### src/rtl/result_serializer_if.sv
// Signals between the hashing control path, the result serializer and the UART transmitter.
// Suffixes are from the serializer's point of view: the serializer uses the slave modport.
interface result_serializer_if;
  logic         start_i;
  logic [255:0] hash_i;
  logic [31:0]  nonce_i;
  logic         tx_active_i;
  logic         tx_done_i;
  logic [7:0]   tx_byte_o;
  logic         tx_dv_o;
  logic         busy_o;
  logic         done_o;

  modport slave (
    input  start_i, hash_i, nonce_i, tx_active_i, tx_done_i,
    output tx_byte_o, tx_dv_o, busy_o, done_o
  );

  modport master (
    output start_i, hash_i, nonce_i, tx_active_i, tx_done_i,
    input  tx_byte_o, tx_dv_o, busy_o, done_o
  );
endinterface

### src/rtl/result_serializer.sv
// Frames {sync, hash[32 bytes LSB first], nonce[4 bytes LSB first], xor checksum} and feeds it
// to the UART transmitter one byte per data-valid/done handshake.
module result_serializer #(
  parameter logic [7:0] SYNC_BYTE = 8'hA5
) (
  input logic                clk,
  input logic                rst_ni,
  result_serializer_if.slave bus
);

  typedef enum logic [1:0] {StIdle, StSend, StWait, StDone} state_e;

  localparam logic [5:0] LastIdx = 6'd37;

  state_e       state_q, state_d;
  logic [287:0] shift_q, shift_d;
  logic [5:0]   idx_q, idx_d;
  logic [7:0]   csum_q, csum_d;
  logic [7:0]   tx_byte_q, tx_byte_d;
  logic         tx_dv_q, tx_dv_d;

  always_ff @(posedge clk or negedge rst_ni) begin
    if (!rst_ni) begin
      state_q   <= StIdle;
      shift_q   <= '0;
      idx_q     <= '0;
      csum_q    <= '0;
      tx_byte_q <= '0;
      tx_dv_q   <= 1'b0;
    end else begin
      state_q   <= state_d;
      shift_q   <= shift_d;
      idx_q     <= idx_d;
      csum_q    <= csum_d;
      tx_byte_q <= tx_byte_d;
      tx_dv_q   <= tx_dv_d;
    end
  end

  always_comb begin
    state_d   = state_q;
    shift_d   = shift_q;
    idx_d     = idx_q;
    csum_d    = csum_q;
    tx_byte_d = tx_byte_q;
    tx_dv_d   = 1'b0;

    unique case (state_q)
      StIdle: begin
        if (bus.start_i) begin
          shift_d = {bus.nonce_i, bus.hash_i};
          idx_d   = '0;
          csum_d  = '0;
          state_d = StSend;
        end
      end
      StSend: begin
        if (!bus.tx_active_i) begin
          tx_dv_d = 1'b1;
          state_d = StWait;
          if (idx_q == 6'd0) begin
            tx_byte_d = SYNC_BYTE;
          end else if (idx_q == LastIdx) begin
            tx_byte_d = csum_q;
          end else begin
            // Payload byte: always the low byte of the shift register.
            tx_byte_d = shift_q[7:0];
            csum_d    = csum_q ^ shift_q[7:0];
            shift_d   = {8'h00, shift_q[287:8]};
          end
        end
      end
      StWait: begin
        if (bus.tx_done_i) begin
          if (idx_q == LastIdx) begin
            state_d = StDone;
          end else begin
            idx_d   = idx_q + 6'd1;
            state_d = StSend;
          end
        end
      end
      StDone: begin
        state_d = StIdle;
      end
      default: begin
        state_d = StIdle;
      end
    endcase
  end

  assign bus.tx_byte_o = tx_byte_q;
  assign bus.tx_dv_o   = tx_dv_q;
  assign bus.busy_o    = (state_q != StIdle);
  assign bus.done_o    = (state_q == StDone);

endmodule

### src/flat_wrapper.sv
// flat-port wrapper written by rule: the top's interface ports become plain ports
module result_serializer_flat 
#(
  parameter logic [7:0] SYNC_BYTE = 8'hA5
)
  (clk, rst_ni, bus_start_i, bus_hash_i, bus_nonce_i, bus_tx_active_i, bus_tx_done_i, bus_tx_byte_o, bus_tx_dv_o, bus_busy_o, bus_done_o);
  result_serializer_if bus_i ();
  input logic clk;
  input logic rst_ni;
  input wire logic [$bits(bus_i.start_i)-1:0] bus_start_i;
  input wire logic [$bits(bus_i.hash_i)-1:0] bus_hash_i;
  input wire logic [$bits(bus_i.nonce_i)-1:0] bus_nonce_i;
  input wire logic [$bits(bus_i.tx_active_i)-1:0] bus_tx_active_i;
  input wire logic [$bits(bus_i.tx_done_i)-1:0] bus_tx_done_i;
  output wire logic [$bits(bus_i.tx_byte_o)-1:0] bus_tx_byte_o;
  output wire logic [$bits(bus_i.tx_dv_o)-1:0] bus_tx_dv_o;
  output wire logic [$bits(bus_i.busy_o)-1:0] bus_busy_o;
  output wire logic [$bits(bus_i.done_o)-1:0] bus_done_o;
  assign bus_i.start_i = bus_start_i;
  assign bus_i.hash_i = bus_hash_i;
  assign bus_i.nonce_i = bus_nonce_i;
  assign bus_i.tx_active_i = bus_tx_active_i;
  assign bus_i.tx_done_i = bus_tx_done_i;
  assign bus_tx_byte_o = bus_i.tx_byte_o;
  assign bus_tx_dv_o = bus_i.tx_dv_o;
  assign bus_busy_o = bus_i.busy_o;
  assign bus_done_o = bus_i.done_o;
  result_serializer #(.SYNC_BYTE(SYNC_BYTE)) u_core (.clk(clk), .rst_ni(rst_ni), .bus(bus_i));
endmodule
### config.mk
export PLATFORM = sky130hd
export DESIGN_NAME = result_serializer_flat
export DESIGN_NICKNAME = d
export VERILOG_FILES = /design/src/rtl/result_serializer_if.sv /design/src/rtl/result_serializer.sv /design/src/flat_wrapper.sv
export SDC_FILE = /design/constraint.sdc
export NUM_CORES = 1
export LEC_CHECK = 0
export CAP_MARGIN = 20
export CORE_MARGIN = 5
export CORE_UTILIZATION = 47
export CTS_CLUSTER_DIAMETER = 50
export DETAILED_ROUTE_END_ITERATION = 10
export PLACE_DENSITY = 0.77
export SLEW_MARGIN = 20
export SYNTH_ARGS = -nofsm -noshare
export SYNTH_HDL_FRONTEND = slang
export SYNTH_SLANG_ARGS = --single-unit
### constraint.sdc
create_clock -name clk -period 2.14 [get_ports clk]
set_clock_uncertainty 0.15 [all_clocks]
set_input_delay 0.214 -clock clk [delete_from_list [all_inputs] [get_ports clk]]
set_output_delay 0.214 -clock clk [all_outputs]
set_load 0.01 [all_outputs]
==> flow_summary.json, run 1 <==
{
  "yosysMostFrequentCell": "nor2_1",
  "drt-pass1-iter-count": 5,
  "dieArea_sq_mm": 0.0366,
  "ant_nets": 0,
  "grt_overflow": 0,
  "clockBufferDepth": 3,
  "cp-end-kind": "register",
  "synthArstFlopShare_pct": 100,
  "pre_cts_slack_ns": 0.0106,
  "fin_util_pct": 64.1,
  "layout.nets": 2289,
  "port_buffers": 303,
  "ys_ff_latch": 313,
  "clkTransAtPathRegs_ns": 0.06,
  "fin_crit_sh_pct": 96.0,
  "grtUsageTotal_pct": 23.6,
  "post-dp-hpwl_um": 30400,
  "h-tree-depth": 2,
  "drive_gt1_share_pct": 8.16,
  "reg2reg_depth": 7,
  "syn-instance-count": 1726,
  "row_count": 66,
  "ff2ff_setup_slack_ns": 0.09,
  "crit_slowest_cell": "dfrtp_1",
  "yosys-top-cells-area": "dfrtp_1 51%, o22a_1 16%, nor2_1 14%, a21oi_1 9.6%, clkbuf_1 2.0%",
  "die_h_um": 191,
  "finalHoldViolCount": 0,
  "clock_sinks": 313,
  "yosys.cell_types.count": 35,
  "die_w_um": 191,
  "synth_top_area_share_pct": 50.6,
  "cp_max_fo": 38,
  "p_comb_share_pct": 49.3,
  "worstPathArrival_ns": 2.36,
  "rr_endpoint": "u_core.shift_q[64]",
  "critical_path_class": "register to register",
  "synth_area_per_cell_sq_um": 8.96,
  "antenna_found_initial": 3,
  "synth.yosys.warnings": 0,
  "fin_tns_setup_ns": 0,
  "grt_max_degree": 118,
  "r2r_start": "u_core.idx_q[0]",
  "core_area_sq_mm": 0.0325,
  "grt_pass1_wl_um": 71800,
  "crit_chain": "ha_1 > and3_4 > o21a_1 > a21oi_4 > buf_12 > buf_16 > o22a_1",
  "vias_per_cell": 5.71,
  "hp-class": "primary input to async pin",
  "synth_common_cells": "568 x nor2_1, 313 x dfrtp_1, 297 x a21oi_1",
  "routed_wl_um": 45500,
  "crit_start": "u_core.idx_q[0]",
  "switching_share_pct": 39.3,
  "finalPower_mw": 34.3,
  "cts_root_buf": "clkbuf_16",
  "start_util_pct": 47.5,
  "cp-start-kind": "register",
  "drc": 0,
  "tightest_slew_ns": 0.547,
  "regArea_sq_mm": 0.00783,
  "multi_input_area_sq_mm": 0.00681,
  "yosys.area.top_type": "dfrtp_1",
  "synthesis.nets": 2022,
  "rsz0062_at_grt": "yes",
  "fmax_ghz": 0.487,
  "grt_pass1_vias": 14165,
  "p_clk_share_pct": 20.2,
  "nFillCells": 2671,
  "drt-initial-drc-count": 1110,
  "area_growth_pct": 34.7,
  "p_per_area_mw_per_mm2": 1650,
  "worstSkewPairLatency_ns": 0.52,
  "p_int_mw": 20.8,
  "place_congestion": 0.825,
  "cts_tree": "yes",
  "ir_drop_mv": 0.989,
  "post-route-min-period_ns": 2.05,
  "p_leak_nw": 8.35,
  "setup_violations": 0,
  "slew_headroom_pct": 63.6,
  "synthesis.area_sq_mm": 0.0155,
  "critPathBufInv": 2,
  "p_sw_mw": 13.5,
  "pwr-share-seq_pct": 30.5,
  "via_count": 14104,
  "maxSlewViolCount": 0,
  "cp.required_ns": 2.45,
  "synth-seq-area-share_pct": 50.6,
  "cts_buffers": 39,
  "ios": 304,
  "cap_viol_max_count": 0,
  "synth_flop_cell": "dfrtp_1",
  "cp_slowest_stage_delay_ns": 0.41,
  "outcome": "finished, final reports clean",
  "synth_edf_count": 0,
  "critPathTopFamily": "compound AO/OA/AOI/OAI gates",
  "routedWlPerCell_um": 18.4,
  "fin_ws_ns": 0.0858
}
registers in the layout (all words and copies together) (netlist names):
name	cells
u_core.csum_q	8
u_core.idx_q	6
u_core.state_q	2
u_core.bus.tx_dv_o	1
u_core.bus.tx_byte_o	8
u_core.shift_q	288
worst max-delay path by stage:
stage,slack [ns],endpoint,cells past startpoint
after detailed placement,0.01,u_core.shift_q[140],8
after CTS,0.02,u_core.shift_q[140],7
after global placement,0.07,u_core.shift_q[142],8
after floorplan,0.06,u_core.shift_q[114],8
after global routing,-0.008,u_core.shift_q[80],7
final,0.09,u_core.shift_q[64],7
layout make-up:
cell class              instances  area share (%)
clock buffers                  49            5.30
inverters                       4          0.0720
well taps                     442            2.65
repair buffers                390            20.3
clock inverters                21            1.33
flip-flops and latches        313            37.6
multi-input cells            1245            32.7
diodes                          4          0.0480
repair_timing:
action	CTS	global route
gates cloned	0	5
pin swaps	0	3
buffers inserted	2	5
hold buffers	1	0
hold endpoints to repair	313	0
setup endpoints to repair	8	208
gates resized for setup	3	14
logic make-up (layout without fill, tap and decap cells):
logic type      Yosys count  after routing  share of synthesized area [%]
fa+ha+maj                 3              3                          0.243
compound gates          611            611                           27.2
other cells               0              4                              0
flops                   313            313                           50.6
buf+inv                 168            464                           5.63
mux                       9              9                          0.583
simple gates            622            622                           15.7
per-layer routing:
| metal | wire length (um) | global-route usage, % | part of all wire [%] | vias up |
|---|---|---|---|---|
| met1 | 19400 | 32.7 | 43 | 6907 |
| met5 | 0 | 0 | 0 | - |
| met2 | 21900 | 37.9 | 48 | 517 |
| met3 | 3010 | 4.04 | 6.6 | 85 |
| li1 | - | - | - | 6595 |
| met4 | 1240 | 8.01 | 2.7 | 0 |
power groups by stage:
stage               Clock [mW]  Combinational (mW)  Sequential, mW
floorplan                    0                11.6            9.98
global placement             0                15.6            10.3
detailed placement           0                16.0            10.5
CTS                       7.04                16.2            10.4
global route              7.31                18.5            10.7
finish                    6.93                16.9            10.4
placed cells by master, fill, tap and decap left out, drive strengths merged, types with 3 or more instances in the layout:
cell type      synthesis  layout
dfrtp                313     313
nand2b                 4       4
clkinv                 0       8
inv                    4       8
bufinv                 0       5
a21o                   5       5
nand3                  4       4
a21oi                298     298
nor4b                  8       8
a211o                  8       8
clkinvlp               0       4
clkdlybuf4s50          0     300
o21ai                  8       8
ha                     3       3
clkbuf                83      54
buf                   81      82
diode                  0       4
o22a                 280     280
nand2                 26      26
nor2                 568     568
a22o                   9       9
mux2i                  9       9
through the flow:
step	cell area, sq um	hold slack [ns]	cells
2_1_floorplan	15500	-0.232	1726
3_3_place_gp	19200	-0.0198	2381
3_5_place_dp	19200	-0.0187	2381
4_1_cts	20600	0.0234	2454
5_1_grt	20800	0.0600	2467
6_report	20800	0.0228	2468
Power figures use the tool's default switching activity.
==> inputs of run 2 (changes only) <==
--- a/config.mk
+++ b/config.mk
@@ -10,6 +10,7 @@
 export CORE_UTILIZATION = 47
 export CTS_CLUSTER_DIAMETER = 50
 export DETAILED_ROUTE_END_ITERATION = 10
+export GPL_ROUTABILITY_DRIVEN = 0
 export PLACE_DENSITY = 0.77
 export SLEW_MARGIN = 20
 export SYNTH_ARGS = -nofsm -noshare
==> results of run 2 <==
Same layout as run 1: the final DEF is identical, and so are final timing and power.
